### config.mk
export PLATFORM = sky130hd
export DESIGN_NAME = shift_sequencer
export DESIGN_NICKNAME = d
export VERILOG_FILES = /design/src/rtl/shift_pkg.sv /design/src/rtl/shift_step.sv /design/src/rtl/shift_sequencer.sv
export SDC_FILE = /design/constraint.sdc
export NUM_CORES = 1
export LEC_CHECK = 0
export ABC_AREA = 1
export CAP_MARGIN = 20
export CORE_MARGIN = 3
export CORE_UTILIZATION = 45
export DETAILED_ROUTE_END_ITERATION = 10
export MAX_ROUTING_LAYER = met4
export PLACE_DENSITY = 0.79
export SYNTH_ARGS = -nofsm -noshare
export SYNTH_HDL_FRONTEND = slang
export SYNTH_SLANG_ARGS = --single-unit
### constraint.sdc
create_clock -name clock -period 3.6 [get_ports clock]
set_input_delay 0.54 -clock clock [delete_from_list [all_inputs] [get_ports clock]]
set_output_delay 0.54 -clock clock [all_outputs]
set_load 0.01 [all_outputs]
### src/rtl/shift_pkg.sv
// Shared definitions for the multi-cycle shift/rotate sequencer.
package shift_pkg;

   localparam int unsigned DEFAULT_DATA_WIDTH = 32;
   localparam int unsigned DEFAULT_CNT_WIDTH  = 5;
   localparam int unsigned OP_WIDTH           = 3;

   // Operation encodings; 101-111 are reserved and pass the operand through.
   localparam logic [OP_WIDTH-1:0] OP_SHL  = 3'd0;
   localparam logic [OP_WIDTH-1:0] OP_SHR  = 3'd1;
   localparam logic [OP_WIDTH-1:0] OP_SHRA = 3'd2;
   localparam logic [OP_WIDTH-1:0] OP_ROL  = 3'd3;
   localparam logic [OP_WIDTH-1:0] OP_ROR  = 3'd4;

   typedef enum logic [1:0] {
      S_IDLE  = 2'd0,
      S_SHIFT = 2'd1,
      S_DONE  = 2'd2
   } state_t;

endpackage

### src/rtl/shift_step.sv
// Single-bit shift/rotate stage selected by op; reserved ops pass through.
module shift_step
   import shift_pkg::*;
#(
   parameter int unsigned DATA_WIDTH = DEFAULT_DATA_WIDTH
) (
   input  logic [DATA_WIDTH-1:0] a,
   input  logic [OP_WIDTH-1:0]   op,
   output logic [DATA_WIDTH-1:0] y_c
);

   // One-position move of the operand according to op.
   always_comb begin
      y_c = a;
      case (op)
         OP_SHL:  y_c = {a[DATA_WIDTH-2:0], 1'b0};
         OP_SHR:  y_c = {1'b0, a[DATA_WIDTH-1:1]};
         OP_SHRA: y_c = {a[DATA_WIDTH-1], a[DATA_WIDTH-1:1]};
         OP_ROL:  y_c = {a[DATA_WIDTH-2:0], a[DATA_WIDTH-1]};
         OP_ROR:  y_c = {a[0], a[DATA_WIDTH-1:1]};
         default: y_c = a;
      endcase
   end

endmodule

### src/rtl/shift_sequencer.sv
// Multi-cycle shift/rotate unit: latches Ra, count and op on start, steps the
// accumulator each clock until the count is exhausted, then pulses done with
// the result held on Rz.
// Build option: define SHIFT_SEQ_FAST_EN to retire up to four positions per clock.
module shift_sequencer
   import shift_pkg::*;
#(
   parameter int unsigned DATA_WIDTH = DEFAULT_DATA_WIDTH,
   parameter int unsigned CNT_WIDTH  = DEFAULT_CNT_WIDTH
) (
   input  logic                  clock,
   input  logic                  clear,
   input  logic                  start,
   input  logic [OP_WIDTH-1:0]   op,
   input  logic [DATA_WIDTH-1:0] Ra,
   input  logic [DATA_WIDTH-1:0] Rb,
   output logic [DATA_WIDTH-1:0] Rz,
   output logic                  busy,
   output logic                  done
);

   state_t                state_q, state_d;
   logic [DATA_WIDTH-1:0] acc_q, acc_d;
   logic [CNT_WIDTH-1:0]  cnt_q, cnt_d;
   logic [OP_WIDTH-1:0]   op_q, op_d;
   logic [DATA_WIDTH-1:0] rz_q, rz_d;
   logic                  busy_q, busy_d;
   logic                  done_q, done_d;
   logic [DATA_WIDTH-1:0] step1_c;

   // Only the low CNT_WIDTH bits of Rb carry the count.
   logic rb_unused;
   assign rb_unused = ^Rb[DATA_WIDTH-1:CNT_WIDTH];

   shift_step #(.DATA_WIDTH(DATA_WIDTH)) u_step1 (.a(acc_q), .op(op_q), .y_c(step1_c));

`ifdef SHIFT_SEQ_FAST_EN
   logic [DATA_WIDTH-1:0] step2_c, step3_c, step4_c;

   // Three more stages chained behind the first give the four-position move.
   shift_step #(.DATA_WIDTH(DATA_WIDTH)) u_step2 (.a(step1_c), .op(op_q), .y_c(step2_c));
   shift_step #(.DATA_WIDTH(DATA_WIDTH)) u_step3 (.a(step2_c), .op(op_q), .y_c(step3_c));
   shift_step #(.DATA_WIDTH(DATA_WIDTH)) u_step4 (.a(step3_c), .op(op_q), .y_c(step4_c));
`endif

   // State and datapath registers with synchronous active-low clear.
   always_ff @(posedge clock) begin
      if (!clear) begin
         state_q <= S_IDLE;
         acc_q   <= '0;
         cnt_q   <= '0;
         op_q    <= '0;
         rz_q    <= '0;
         busy_q  <= 1'b0;
         done_q  <= 1'b0;
      end else begin
         state_q <= state_d;
         acc_q   <= acc_d;
         cnt_q   <= cnt_d;
         op_q    <= op_d;
         rz_q    <= rz_d;
         busy_q  <= busy_d;
         done_q  <= done_d;
      end
   end

   // Next-state, datapath update and next values of the registered outputs.
   always_comb begin
      state_d = state_q;
      acc_d   = acc_q;
      cnt_d   = cnt_q;
      op_d    = op_q;
      rz_d    = rz_q;
      busy_d  = 1'b0;
      done_d  = 1'b0;
      case (state_q)
         S_IDLE: begin
            if (start) begin
               acc_d   = Ra;
               cnt_d   = Rb[CNT_WIDTH-1:0];
               op_d    = op;
               busy_d  = 1'b1;
               state_d = S_SHIFT;
            end
         end
         S_SHIFT: begin
            busy_d = 1'b1;
            if (cnt_q == '0) begin
               rz_d    = acc_q;
               done_d  = 1'b1;
               state_d = S_DONE;
            end else begin
`ifdef SHIFT_SEQ_FAST_EN
               if (cnt_q >= CNT_WIDTH'(4)) begin
                  acc_d = step4_c;
                  cnt_d = cnt_q - CNT_WIDTH'(4);
               end else begin
                  acc_d = step1_c;
                  cnt_d = cnt_q - CNT_WIDTH'(1);
               end
`else
               acc_d = step1_c;
               cnt_d = cnt_q - CNT_WIDTH'(1);
`endif
            end
         end
         S_DONE: begin
            state_d = S_IDLE;
         end
         default: begin
            state_d = S_IDLE;
         end
      endcase
   end

   assign Rz   = rz_q;
   assign busy = busy_q;
   assign done = done_q;

endmodule

==> implementation parameters <==
Parameter                              Value

GRT
  Total Routing Usage GR    0.2086
  Number of global-route vias before repair    between 3000 and 4000
  Total global routing overflow    0
  Number of antenna violations at the first check in global routing    0
  First-pass GRT wire length    ~15000 microns
  Largest net degree at the start of global routing    42

Place
  Total cell area at the placement stage    around 0.0043 sq mm
  Gpl congestion    0.7860
  Number of I/O port buffers    76
  Post-place setup slack    approximately 0.93 ns
  Final HPWL DP    between 5000 and 6000 microns

Cells and area
  Fraction of layout cells with a size suffix above 1    0.05210
  Final non-filler cell area    ~0.0045 sq mm
  Total inserted antenna cells    0
  Filler instances    about 740
  Final Net Count    ~660
  Most common library cell in the layout ignoring fill and taps    nor2_1
  Most used cells in the layout excluding fill and tap cells    nor2_1 (134), nand2_1 (107), dfxtp_1 (76), clkdlybuf4s50_1 (76), nand3_1 (67)
  P&R area growth vs syn    26.42%

CTS
  Post-cts hold buffer count    0
  Number of gates resized after cts    0
  H-tree depth    3
  CTS tree    built
  Clock transition at the registers of the reported paths    0.07 ns
  Number of buffers between clock root and the deepest sink    2
  Number of buffers added for setup after CTS    0
  Skew-Pair Late Insertion Delay    roughly 0.35 ns
  Num CTS Buffers    9
  Clock sink total    76
  Clock root cell    clkbuf_8

Power and ir drop
  Peak supply drop    slightly above 0.3 mV
  Power density over the cells    roughly 570 mW/mm^2
  Leakage power of the design    approximately 1.7 nW
  Tot Pwr    approximately 2.5 mW

STA
  Final period util    0.6477
  Worst slew margin relative to its limit    0.5589
  Setup repair after global routing missed its margin    no
  Final hold violations    0
  Final Max Slew Viols    0
  Number of endpoints failing setup at the final stage    0
  Final worst slack    1.268 ns
  Worst slew pin tran    0.6606 ns
  Final critical path time including I/O delays and setup    roughly 2.3 ns
  Aggregate negative setup slack    0 ns
  Peak Freq    between 400 and 500 MHz
  Final worst clock skew    about 0.011 ns

Die
  # rows    31
  Ports placed on the boundary    104
  Area enclosed by the die boundary    around 0.009 sq mm
  Vert. Die Dim    approximately 95 microns
  Die Span X    between 90 and 100 microns
  Core Footprint    0.007447 sq mm
  Effective utilization at floorplan    0.4750

Routing
  Remaining antenna violation count after routing    0
  Iteration-0 DRC count of the detailed router    between 200 and 250
  Total iterations of the first detailed-routing run    7
  Post-route DRC    0
  Via-per-instance ratio    between 5 and 6
  WL final    8791 microns
  Routed wire length per instance    approximately 13 microns
  Total number of vias    3587

Worst setup path
  Cells along the critical path    clkdlybuf4s50_1 -> nand3_2 -> nand2_1 -> nand3_2 -> buf_4 -> nor2_1 -> nand2_1 -> a21oi_1
  Highest-delay cell along the critical path    nand3_2
  Crit path DAT    2.59 ns
  Classification of the worst setup path    input port to flip-flop
  Worst Path Max Fanout    33
  FF-to-FF path depth    8
  Slowest Stage Delay on Critical Path    slightly below 0.5 ns
  Kind of end point of the critical path    flip-flop
  Critical Path Start Type    input port
  Required time of the critical path    3.86 ns

Synth
  EDFF count, synth    0
  Synthesized net count    around 600
  Register bit total from synthesis    76
  Count of cell types in the netlist    25
  Synthesized area per cell    roughly 6.6 sq um
  Synth async-reset ratio    0
  Cells after synthesis    around 530
  Cells taking the most area after synthesis    dfxtp_1 (43%), nor2_1 (14%), nand2_1 (11%)
  Area share of the leading cell type in the synthesized netlist    0.4301
  Most instantiated flip-flop cell in the synthesis netlist    dfxtp_1
  Yosys Warn Count    0
  Synthesized area    ~0.0035 sq mm
  Proportion of synthesized chip area in sequential cells    0.4301
  Cell taking the most area after synthesis    dfxtp_1

Run
  Max capacitance violation total    0

Worst hold path
  Min-delay worst type    flip-flop to flip-flop
  Worst Hold Path Cells    2

Run status
  Result of the run    finished, final reports clean
## routing by layer
| metal | vias to the layer above | part of all wire | global-route usage |
|---|---|---|---|
| met3 | 11 | 0.077 | 0.03267 |
| met4 | 0 | 0.012 | 0.06851 |
| li1 | 1841 | - | - |
| met2 | 145 | 0.46 | 0.3400 |
| met1 | 1590 | 0.45 | 0.2645 |
| met5 | - | 0 | - |
## critical path, delay by kind of cell
family	cells	cell delay (ns)
AO/OA/AOI/OAI	1	0.12
buffers and inverters	2	0.93
AND/OR/NAND/NOR	5	1.00
## area by class of cell
| class | count | area [sq um] | area share |
|---|---|---|---|
| inverters | 13 | 48.80 | 0.01091 |
| repair buffers | 83 | 813.3 | 0.1819 |
| flip-flops and latches | 76 | 1521 | 0.3402 |
| well taps | 99 | 123.9 | 0.02770 |
| multi-input cells | 408 | 1795 | 0.4015 |
| clock buffers | 13 | 158.9 | 0.03553 |
| clock inverters | 2 | 10.01 | 0.002238 |
## flip-flops by register name, summed over array words and instances (netlist names)
register  cells
Rz           32
op_q          3
busy          1
state_q       2
acc_q        32
done          1
cnt_q         5
## path summary, 6_finish.rpt
kind,from,end,slack (ns)
max,start,acc_q[11]$_SDFFE_PN0P_,1.27
min,Rz[7]$_SDFFE_PN0P_,Rz[7]$_SDFFE_PN0P_,0.48
max reg2reg,op_q[0]$_SDFFE_PN0P_,acc_q[7]$_SDFFE_PN0P_,1.42
min reg2reg,Rz[7]$_SDFFE_PN0P_,Rz[7]$_SDFFE_PN0P_,0.48
## synth_stat cells (2+ instances only)
cell type	number
nand3_2	2
inv_2	4
nor3_1	2
dfxtp_1	76
buf_4	3
nand3_1	67
inv_1	9
buf_2	20
o21ai_0	43
nor2_1	134
clkbuf_1	12
nand2_1	107
a21oi_1	42
## where the power goes
group          total [mW]  switching (mW)  internal [mW]  leakage (nW)
clock network       0.575           0.293          0.283        0.0893
registers            1.10           0.113          0.988         0.623
logic               0.860           0.505          0.355         0.968
## per-stage QoR
| step | hold WS, ns | instances | util |
|---|---|---|---|
| after CTS | 0.4831 | 694 | 0.6005 |
| after global routing | 0.5001 | 694 | 0.6005 |
| after floorplan | 0.4479 | 533 | - |
| after global placement | 0.4596 | 679 | 0.5778 |
| final | 0.4794 | 694 | 0.6005 |
| after detailed placement | 0.4706 | 679 | 0.5778 |
## cell families (layout without fill, tap and decap cells)
group           count (synthesis)  count (layout)  share of synthesized area
flops                          76              76                     0.4301
compound gates                 88              88                     0.1263
xor+xnor                        1               1                   0.002477
simple gates                  318             318                     0.3753
fa+ha+maj                       1               1                   0.003537
buf+inv                        49             111                    0.06225
(Power assumes the default switching activity.)
